File: src/rtl/pe_pkg.sv
// Shared definitions for the PE systolic chain: FSM encoding, default
// chain geometry and the datapath fixed-point format.
package pe_pkg;

  localparam int unsigned PE_NUM_PE_DEF    = 9;
  localparam int unsigned PE_CNT_WIDTH_DEF = 16;

  // PE datapath fixed-point format: fractional bits of the Q-format.
  localparam int unsigned PE_Q_FRAC = 13;

  typedef logic [1:0] state_t;

  localparam state_t ST_IDLE  = 2'd0;
  localparam state_t ST_RUN   = 2'd1;
  localparam state_t ST_DRAIN = 2'd2;
  localparam state_t ST_DONE  = 2'd3;

endpackage

File: src/rtl/pe_token_pipe.sv
// Valid/last token shift register mirroring the PE chain occupancy.
// All stages advance together on adv_i; a stalled chain holds every token.
module pe_token_pipe
  import pe_pkg::*;
#(
  parameter int unsigned NUM_PE = PE_NUM_PE_DEF
) (
  input  logic              clk,
  input  logic              rst_n,
  input  logic              adv_i,
  input  logic              v_i,
  input  logic              last_i,
  output logic [NUM_PE-1:0] v_o,
  output logic              last_o
);

  logic [NUM_PE-1:0] v_q;
  logic [NUM_PE-1:0] last_q;

  // Shift valid and last flags one stage per advance.
  always_ff @(posedge clk or negedge rst_n) begin
    if (!rst_n) begin
      v_q    <= '0;
      last_q <= '0;
    end else if (adv_i) begin
      v_q    <= {v_q[NUM_PE-2:0], v_i};
      last_q <= {last_q[NUM_PE-2:0], last_i};
    end
  end

  assign v_o    = v_q;
  assign last_o = last_q[NUM_PE-1];

endmodule

File: src/rtl/pe_chain_ctrl.sv
// Sequencer for a 1-D systolic PE chain: accepts a job, meters input
// vectors into stage 0, drives per-stage set_reg enables, freezes the
// chain under downstream backpressure and flags the final result.
// Optional: define PE_CTRL_PERF_EN to add stall_cnt / bubble_cnt counters.
module pe_chain_ctrl
  import pe_pkg::*;
#(
  parameter int unsigned NUM_PE    = PE_NUM_PE_DEF,
  parameter int unsigned CNT_WIDTH = PE_CNT_WIDTH_DEF,
  parameter int unsigned POOLING   = 0
) (
  input  logic                 clk,
  input  logic                 rst_n,
  input  logic                 start,
  input  logic [CNT_WIDTH-1:0] num_out,
  output logic                 busy,
  output logic                 done,
  input  logic                 in_valid,
  output logic                 in_ready,
  output logic [NUM_PE-1:0]    set_reg,
  output logic                 out_valid,
  input  logic                 out_ready,
  output logic                 out_last,
  output logic                 cfg_pool_o
`ifdef PE_CTRL_PERF_EN
  ,
  output logic [31:0]          stall_cnt,
  output logic [31:0]          bubble_cnt
`endif
);

  state_t               state_q, state_d;
  logic [CNT_WIDTH-1:0] num_q, num_d;
  logic [CNT_WIDTH-1:0] in_cnt_q, in_cnt_d;
  logic [CNT_WIDTH-1:0] out_cnt_q, out_cnt_d;
  logic                 busy_q, done_q;

  logic [NUM_PE-1:0]    v;
  logic                 last_tok;
  logic                 adv;
  logic                 acc;
  logic                 in_last;
  logic                 out_fire;
  logic                 start_fire;

  // Chain handshake: the whole chain advances unless the output is blocked.
  assign adv        = ~out_valid | out_ready;
  assign in_ready   = (state_q == ST_RUN) & adv;
  assign acc        = in_valid & in_ready;
  assign in_last    = acc & (in_cnt_q == (num_q - CNT_WIDTH'(1)));
  assign out_fire   = out_valid & out_ready;
  assign start_fire = (state_q == ST_IDLE) & start;

  // Stage 0 writes on a real acceptance; later stages only behind a valid token.
  assign set_reg    = {v[NUM_PE-2:0] & {(NUM_PE-1){adv}}, acc};

  assign out_valid  = v[NUM_PE-1];
  assign out_last   = last_tok;
  assign busy       = busy_q;
  assign done       = done_q;
  assign cfg_pool_o = (POOLING != 0);

  pe_token_pipe #(
    .NUM_PE (NUM_PE)
  ) u_token_pipe (
    .clk    (clk),
    .rst_n  (rst_n),
    .adv_i  (adv),
    .v_i    (acc),
    .last_i (in_last),
    .v_o    (v),
    .last_o (last_tok)
  );

  // Next-state and counter logic for the job sequencer.
  always_comb begin
    state_d   = state_q;
    num_d     = num_q;
    in_cnt_d  = in_cnt_q;
    out_cnt_d = out_cnt_q;
    if (acc) begin
      in_cnt_d = in_cnt_q + CNT_WIDTH'(1);
    end
    if (out_fire) begin
      out_cnt_d = out_cnt_q + CNT_WIDTH'(1);
    end
    case (state_q)
      ST_IDLE: begin
        if (start) begin
          num_d     = num_out;
          in_cnt_d  = '0;
          out_cnt_d = '0;
          state_d   = (num_out == '0) ? ST_DONE : ST_RUN;
        end
      end
      ST_RUN: begin
        if (acc && (in_cnt_d == num_q)) begin
          state_d = ST_DRAIN;
        end
      end
      ST_DRAIN: begin
        if (out_fire && (out_cnt_d == num_q)) begin
          state_d = ST_DONE;
        end
      end
      ST_DONE: begin
        state_d = ST_IDLE;
      end
      default: begin
        state_d = ST_IDLE;
      end
    endcase
  end

  // State, counters and registered status outputs.
  always_ff @(posedge clk or negedge rst_n) begin
    if (!rst_n) begin
      state_q   <= ST_IDLE;
      num_q     <= '0;
      in_cnt_q  <= '0;
      out_cnt_q <= '0;
      busy_q    <= 1'b0;
      done_q    <= 1'b0;
    end else begin
      state_q   <= state_d;
      num_q     <= num_d;
      in_cnt_q  <= in_cnt_d;
      out_cnt_q <= out_cnt_d;
      busy_q    <= (state_d == ST_RUN) || (state_d == ST_DRAIN);
      done_q    <= (state_d == ST_DONE);
    end
  end

`ifdef PE_CTRL_PERF_EN
  logic [31:0] stall_q;
  logic [31:0] bubble_q;

  // Saturating stall/bubble counters, cleared at job start.
  always_ff @(posedge clk or negedge rst_n) begin
    if (!rst_n) begin
      stall_q  <= '0;
      bubble_q <= '0;
    end else if (start_fire) begin
      stall_q  <= '0;
      bubble_q <= '0;
    end else begin
      if (busy_q && out_valid && !out_ready && (stall_q != '1)) begin
        stall_q <= stall_q + 32'(1);
      end
      if ((state_q == ST_RUN) && in_ready && !in_valid && (bubble_q != '1)) begin
        bubble_q <= bubble_q + 32'(1);
      end
    end
  end

  assign stall_cnt  = stall_q;
  assign bubble_cnt = bubble_q;
`endif

endmodule

File: config.mk
export PLATFORM = sky130hd
export DESIGN_NAME = pe_chain_ctrl
export DESIGN_NICKNAME = d
export VERILOG_FILES = /design/src/rtl/pe_pkg.sv /design/src/rtl/pe_token_pipe.sv /design/src/rtl/pe_chain_ctrl.sv
export SDC_FILE = /design/constraint.sdc
export NUM_CORES = 1
export LEC_CHECK = 0
export CORE_MARGIN = 2
export CORE_UTILIZATION = 25
export CTS_CLUSTER_SIZE = 10
export DETAILED_ROUTE_END_ITERATION = 7
export GPL_TIMING_DRIVEN = 0
export PLACE_DENSITY = 0.47
export SLEW_MARGIN = 0
export SYNTH_ARGS = -nofsm -noshare
export SYNTH_HDL_FRONTEND = slang
export SYNTH_SLANG_ARGS = --single-unit
File: constraint.sdc
create_clock -name clk -period 2.8 [get_ports clk]
set_clock_uncertainty 0.15 [all_clocks]
set_input_delay 0.56 -clock clk [delete_from_list [all_inputs] [get_ports clk]]
set_output_delay 0.56 -clock clk [all_outputs]
set_load 0.05 [all_outputs]
==> Yosys cells after proc, flatten, opt, wreduce, memory -nomap -nowiden <==
Cells that the tools add are included.
{ "word_totals": {"regBits": 70, "inputBits": 21, "output_inout_bits": 15, "elab_cells": 44} }
{ "classes": {"add_sub_neg": 3, "eq_ne": 9, "muxes": 11, "n_bitwise": 7, "n_reduce_logical": 6} }
{ "ops": {"columns": ["operator", "n"], "rows": [
  ["$mux 16", 6],
  ["$eq 16x16->1", 3],
  ["$add 16x1->16 const B", 2],
  ["$logic_not 16->1", 1],
  ["$sub 16x1->16 const B", 1],
  ["$and 8x8->8", 1],
  ["$eq 2x2->1 const B", 4],
  ["$mux 2", 4],
  ["$pmux 2 s4", 1],
  ["$and 1x1->1", 4],
  ["$eq 2x1->1 const B", 2],
  ["$logic_and 1x1->1", 2],
  ["$logic_not 2->1", 1],
  ["$reduce_and 2->1", 1],
  ["$logic_or 1x1->1", 1],
  ["$not 1->1", 1],
  ["$or 1x1->1", 1]
]} }

==> Longest topological paths before layout <==
{ "logic_depth": {"word_depth": 11, "depth_mapped": 10, "depth_no_buf": 9} }

==> Hierarchy <==
A second synthesis with hierarchy kept.
{ "unflattened": {"hier_cells": 485, "area_unflattened_um2": 4530.6} }
{ "by_module_without_submodules": {"columns": ["mod", "n_inst", "cells_each", "area_each_um2", "seq_area_each_um2"], "rows": [
  ["pe_chain_ctrl", 1, 447, 3808.7, 1301.2],
  ["pe_token_pipe", 1, 38, 721.9, 450.4]
]} }

==> Worst setup path after synthesis <==
OpenSTA, ideal clock, no wires.
{ "synth_timing": {"path_kind": "reg-to-reg", "start": "reg u_token_pipe.v_q[8] (netlist: u_token_pipe.v_o[8])", "end": "reg busy_q (netlist: busy)", "setup_ns": 0.126, "arrival_ns": 2.815, "t_required_ns": 2.524, "path_slack_ns": -0.290, "path_stages_with_launch": 9, "path_buffers": 0, "period_less_slack_ns": 3.090, "cell_sequence": "dfrtp_1 > nand4_1 > or3_2 > mux2_2 > o311ai_0 > or4_1 > nor4_1 > a211o_1 > ha_1"} }
{ "synth_via": {"elab_chain_cells": 11, "word_cells_on_any_way": 17, "cone_classes": "4 x eq/ne; 5 x mux; 5 x bitwise; 3 x reduce/logical"} }
{ "synth_rtl": {"columns": ["element", "line_no", "source"], "rows": [
  ["start: declaration", "pe_token_pipe.sv:17", "logic [NUM_PE-1:0] v_q;"],
  ["start signal: assignment", "pe_token_pipe.sv:26", "v_q <= {v_q[NUM_PE-2:0], v_i};"],
  ["$not 1->1", "pe_chain_ctrl.sv:47", "assign adv = ~out_valid | out_ready;"],
  ["$or 1x1->1", "pe_chain_ctrl.sv:47", null],
  ["$and 1x1->1", "pe_chain_ctrl.sv:48", "assign in_ready = (state_q == ST_RUN) & adv;"],
  ["$and 1x1->1", "pe_chain_ctrl.sv:49", "assign acc = in_valid & in_ready;"],
  ["$mux 16", "pe_chain_ctrl.sv:81", "if (acc) begin"],
  ["$eq 16x16->1", "pe_chain_ctrl.sv:97", "if (acc && (in_cnt_d == num_q)) begin"],
  ["$logic_and 1x1->1", "pe_chain_ctrl.sv:97", null],
  ["$mux 2", "pe_chain_ctrl.sv:97", null],
  ["$pmux 2 s4 (*)", "pe_chain_ctrl.sv:87", "case (state_q)"],
  ["net state_d[0]", "pe_chain_ctrl.sv:32", "state_t state_q, state_d;"],
  ["$eq 2x1->1 or $eq 2x2->1 (tied branches)", "pe_chain_ctrl.sv:129", "busy_q <= (state_d == ST_RUN) || (state_d == ST_DRAIN);"],
  ["$logic_or 1x1->1 (*)", "pe_chain_ctrl.sv:129", null],
  ["end signal: assignment", "pe_chain_ctrl.sv:129", null],
  ["end: declaration", "pe_chain_ctrl.sv:36", "logic busy_q, done_q;"]
]} }
The timed path passes the listed nets; every way through them passes the cells marked *.
A chain may end at the register's enable or synchronous reset.

==> Worst setup path in the final report <==
{ "layout_timing": {"start": "reg state_q[1]", "end": "reg busy_q (netlist: busy)"} }
{ "layout_via": {"elab_chain_cells": 10, "word_cells_on_any_way": 16, "cone_classes": "6 x eq/ne; 5 x mux; 2 x bitwise; 3 x reduce/logical"} }
{ "layout_rtl": {"columns": ["element", "line_no", "source"], "rows": [
  ["start: declaration", "pe_chain_ctrl.sv:32", null],
  ["start signal: assignment", "pe_chain_ctrl.sv:125", "state_q <= state_d;"],
  ["$eq 2x1->1", "pe_chain_ctrl.sv:48, pe_chain_ctrl.sv:87", null],
  ["$and 1x1->1", "pe_chain_ctrl.sv:48", null],
  ["$and 1x1->1", "pe_chain_ctrl.sv:49", null],
  ["$mux 16", "pe_chain_ctrl.sv:81", null],
  ["$eq 16x16->1", "pe_chain_ctrl.sv:97", null],
  ["$logic_and 1x1->1", "pe_chain_ctrl.sv:97", null],
  ["$mux 2", "pe_chain_ctrl.sv:97", null],
  ["$pmux 2 s4 (*)", "pe_chain_ctrl.sv:87", null],
  ["net state_d[0]", "pe_chain_ctrl.sv:32", null],
  ["$eq 2x1->1 or $eq 2x2->1 (tied branches)", "pe_chain_ctrl.sv:129", null],
  ["$logic_or 1x1->1 (*)", "pe_chain_ctrl.sv:129", null]
]} }
Marked as above.

==> results by group <==
Clock tree
  – Worst-Skew Late Latency: 350 ps
  – Max Root-Sink Buffers: 2
  – Clock sink total: 70
  – Clock root buffer: clkbuf_16
  – H-tree depth: 3
  – CTS tree: yes
  – CTS clk-pin slew, worst paths: 60 ps
  – CTS Buf Count: 9

Die
  – Die ar.: 18,200 µm²
  – Ports: 36
  – DIE HEIGHT: 135 µm
  – Die Wd: 135 µm
  – Row count: 47
  – Core ar.: 16,700 µm²
  – Initial Utilization: 25.7%

Yosys
  – Post-synth EDFFs: 0
  – Cell Area, Synth: 4290 µm²
  – Mean Syn Cell Area: 9.07 µm²
  – Yosys reg bits: 70
  – Yosys warns: 0
  – Synth async-reset ratio: 100%
  – Synth Instances: 473
  – Largest area contributor in the netlist: dfrtp_1
  – Syn Nets: 498
  – Synth top area share: 40.8%
  – Seq/Total Area, Yosys: 40.8%
  – Most area-consuming cells after synthesis: dfrtp_1 41%, xnor2_1 6.5%, xor2_1 5.9%, nand2_1 4.4%, nor2_1 4.3%
  – Post-synthesis cell type count: 60
  – Ys flop type: dfrtp_1

Pwr
  – Final Power: 0.00462 W
  – Switching share of total power: 40.8%
  – Pwr dens: 820 nW/µm²
  – Reg power frac: 32.0%
  – Leakage Power: 2.35 nW
  – Clock share of power: 23.5%
  – P_int: 0.00274 W
  – Sw Pwr: 0.00188 W
  – IR drop worst, VDD: 0.365 mV
  – Combinational share of power: 44.5%

Worst setup path
  – Crit Path Max Fanout: 6
  – Reg-to-Reg Start: state_q[1]$_DFF_PN0_
  – Worst Path Arrival: 2960 ps
  – Crit path from: state_q[1]$_DFF_PN0_
  – Register-to-Register Setup Slack: -80 ps
  – CP Launch Type: flip-flop
  – Critical path endpoint category: flip-flop
  – Worst path required time: 2880 ps
  – CP Class: flip-flop to flip-flop

Global route
  – First-pass GRT wire length: 19,500 µm
  – Largest net degree at the start of global routing: 56
  – Total track usage: 14.0%
  – Initial antenna violation count: 0
  – Vias in the first global route: 3,568
  – GRT overflow: 0

STA
  – Final period util: 103%
  – Hold WS: 318 ps
  – Final Slew Violations: 0
  – Final worst path period need: 2880 ps
  – Final worst slack: -79.7 ps
  – Final setup viols: 1
  – Worst Tran Pin Value: 642 ps
  – Setup repair after global routing missed its margin: yes
  – Fmax: 347 MHz
  – Final Hold Fails: 0
  – Slew Limit Headroom: 57.2%

Place
  – Port-buffer cells: 34
  – Routability cong.: 0.848
  – Placed wire-length estimate: 8830 µm
  – Dpl cell area: 4960 µm²
  – DP Cell Count: 728

Cells and area
  – Layout cell share with drive strength beyond 1: 21.3%
  – Fin cells: 759
  – N_diodes: 0
  – Finished Cell Area: 5640 µm²
  – Final layout net count: 560
  – Area Growth Syn to Fin: 31.4%

Routing
  – Final WL: 12,400 µm
  – First-pass DRT Iterations: 4
  – WL/cell: 16.4 µm
  – DRT antenna net count: 0
  – Iteration-0 DRC Markers: 175
  – Residual DRC: 0
  – Vias post-DR: 3,684
  – Via-per-instance ratio: 4.85

Outcome
  – Status: finished, violations left
  – Failing checks: setup timing

Run
  – Max_cap viols: 0

Min path
  – Min-Delay Path Class: flip-flop to flip-flop
  – Hold path start: u_token_pipe.v_o[4]$_DFFE_PN0N_
## logic make-up (layout without fill, tap and decap cells)
kind of cell	count (synthesis)	count (layout)	share of synthesized area [%]
XOR/XNOR	64	64	14.0
flip-flops	70	70	40.8
AND/OR/NAND/NOR	214	215	25.5
other	1	1	0.0874
adder cells (fa/ha/maj)	4	4	1.17
multiplexers	18	18	4.61
AO/OA/AOI/OAI	59	59	9.51
buffers and inverters	43	108	4.32
## synth_stat cells (all sizes together), types with 11 or more instances
cell and number:
nand2 50, clkbuf 24, nor4 16, mux2 14
dfrtp 70, inv 11, o21ai 17, xnor2 32
nand4 15, xor2 29, nand3 21, nor3 13
nor2 49
## routing by layer
| layer | share of wire (%) | GRT usage [%] | routed length [µm] | up-vias |
|---|---|---|---|---|
| met5 | 0 | 0 | 0 | - |
| met2 | 46 | 21.8 | 5750 | 67 |
| met3 | 2.3 | 2.36 | 285 | 21 |
| li1 | - | - | - | 1789 |
| met1 | 49 | 18.9 | 6060 | 1807 |
| met4 | 2.6 | 6.54 | 317 | 0 |
## critical path: stages (launching register included)
cell and delay (ps):
dfrtp_2 450, nand2b_4 170, buf_4 180, or3_1 450, nor2_2 150, nand2_2 100, o41ai_4 270, nand4_1 230
a211o_1 330, ha_1 290
## layout by cell type (no fill, tap or decap), types with 4 or more instances in the layout
cell type / instances
and3_1: 6
dfrtp_2: 9
inv_1: 11
dlygate4sd2_1: 7
nor2_1: 47
buf_4: 26
mux2i_1: 4
nand3b_1: 5
mux2_2: 13
and2_1: 8
buf_6: 5
nor4_4: 4
clkbuf_16: 9
clkdlybuf4s50_1: 21
xor2_1: 28
xnor2_1: 30
a21oi_1: 7
a21o_1: 7
nor3_1: 10
nand2b_1: 5
nand3_1: 18
nor4_1: 10
dfrtp_1: 60
clkbuf_1: 11
o21ai_0: 17
nand4_1: 13
nand2_1: 49
## state kept, by name, indices dropped and copies added (netlist names)
register,flops
u_token_pipe.v_o,9
done,1
in_cnt_q,16
busy,1
num_q,16
state_q,2
u_token_pipe.last_q,9
out_cnt_q,16
## through the flow
stage / TNS (ps) / setup slack [ps] / utilization [%]
after floorplan: 0 / 27.4 / -
after global placement: -140700 / -2050 / 29.6
after detailed placement: -33580 / -1420 / 29.7
after CTS: -339 / -217 / 32.9
after global routing: -268 / -173 / 33.7
final: -79.7 / -79.7 / 33.7
## final cells by class
cell class	instances	area (µm²)
Buffer	24	133
Clock buffer	11	253
Clock inverter	4	22.5
Fill cell	1707	11100
Inverter	11	41.3
Multi-Input combinational cell	361	2610
Sequential cell	70	1770
Tap cell	220	275
Timing Repair Buffer	58	534
## repair_timing
action	in CTS	in global routing
setup endpoints to repair	45	5
hold endpoints to repair	15	0
pin swaps	10	11
hold buffers	1	0
resized for setup	52	35
buffers inserted	17	5
cloned	0	1
## final timing paths
path,to,cells past startpoint
worst max-delay path,busy$_DFF_PN0_,9
min in group asynchronous,num_q[15]$_DFFE_PN0P_,2
worst max register to register,busy$_DFF_PN0_,9
max in group asynchronous,u_token_pipe.v_o[8]$_DFFE_PN0N_,3
worst min-delay path,u_token_pipe.v_o[4]$_DFFE_PN0N_,1
worst min register to register,u_token_pipe.v_o[4]$_DFFE_PN0N_,1
## power groups by stage
stage	Combinational (W)	Clock [W]	Sequential (W)
6_report	0.00206	0.00109	0.00148
5_1_grt	0.00223	0.00116	0.00150
4_1_cts	0.00202	0.00112	0.00144
3_5_place_dp	0.00187	0	0.00148
3_3_place_gp	0.00184	0	0.00148
2_1_floorplan	0.00136	0	0.00143
(Power assumes the default switching activity.)
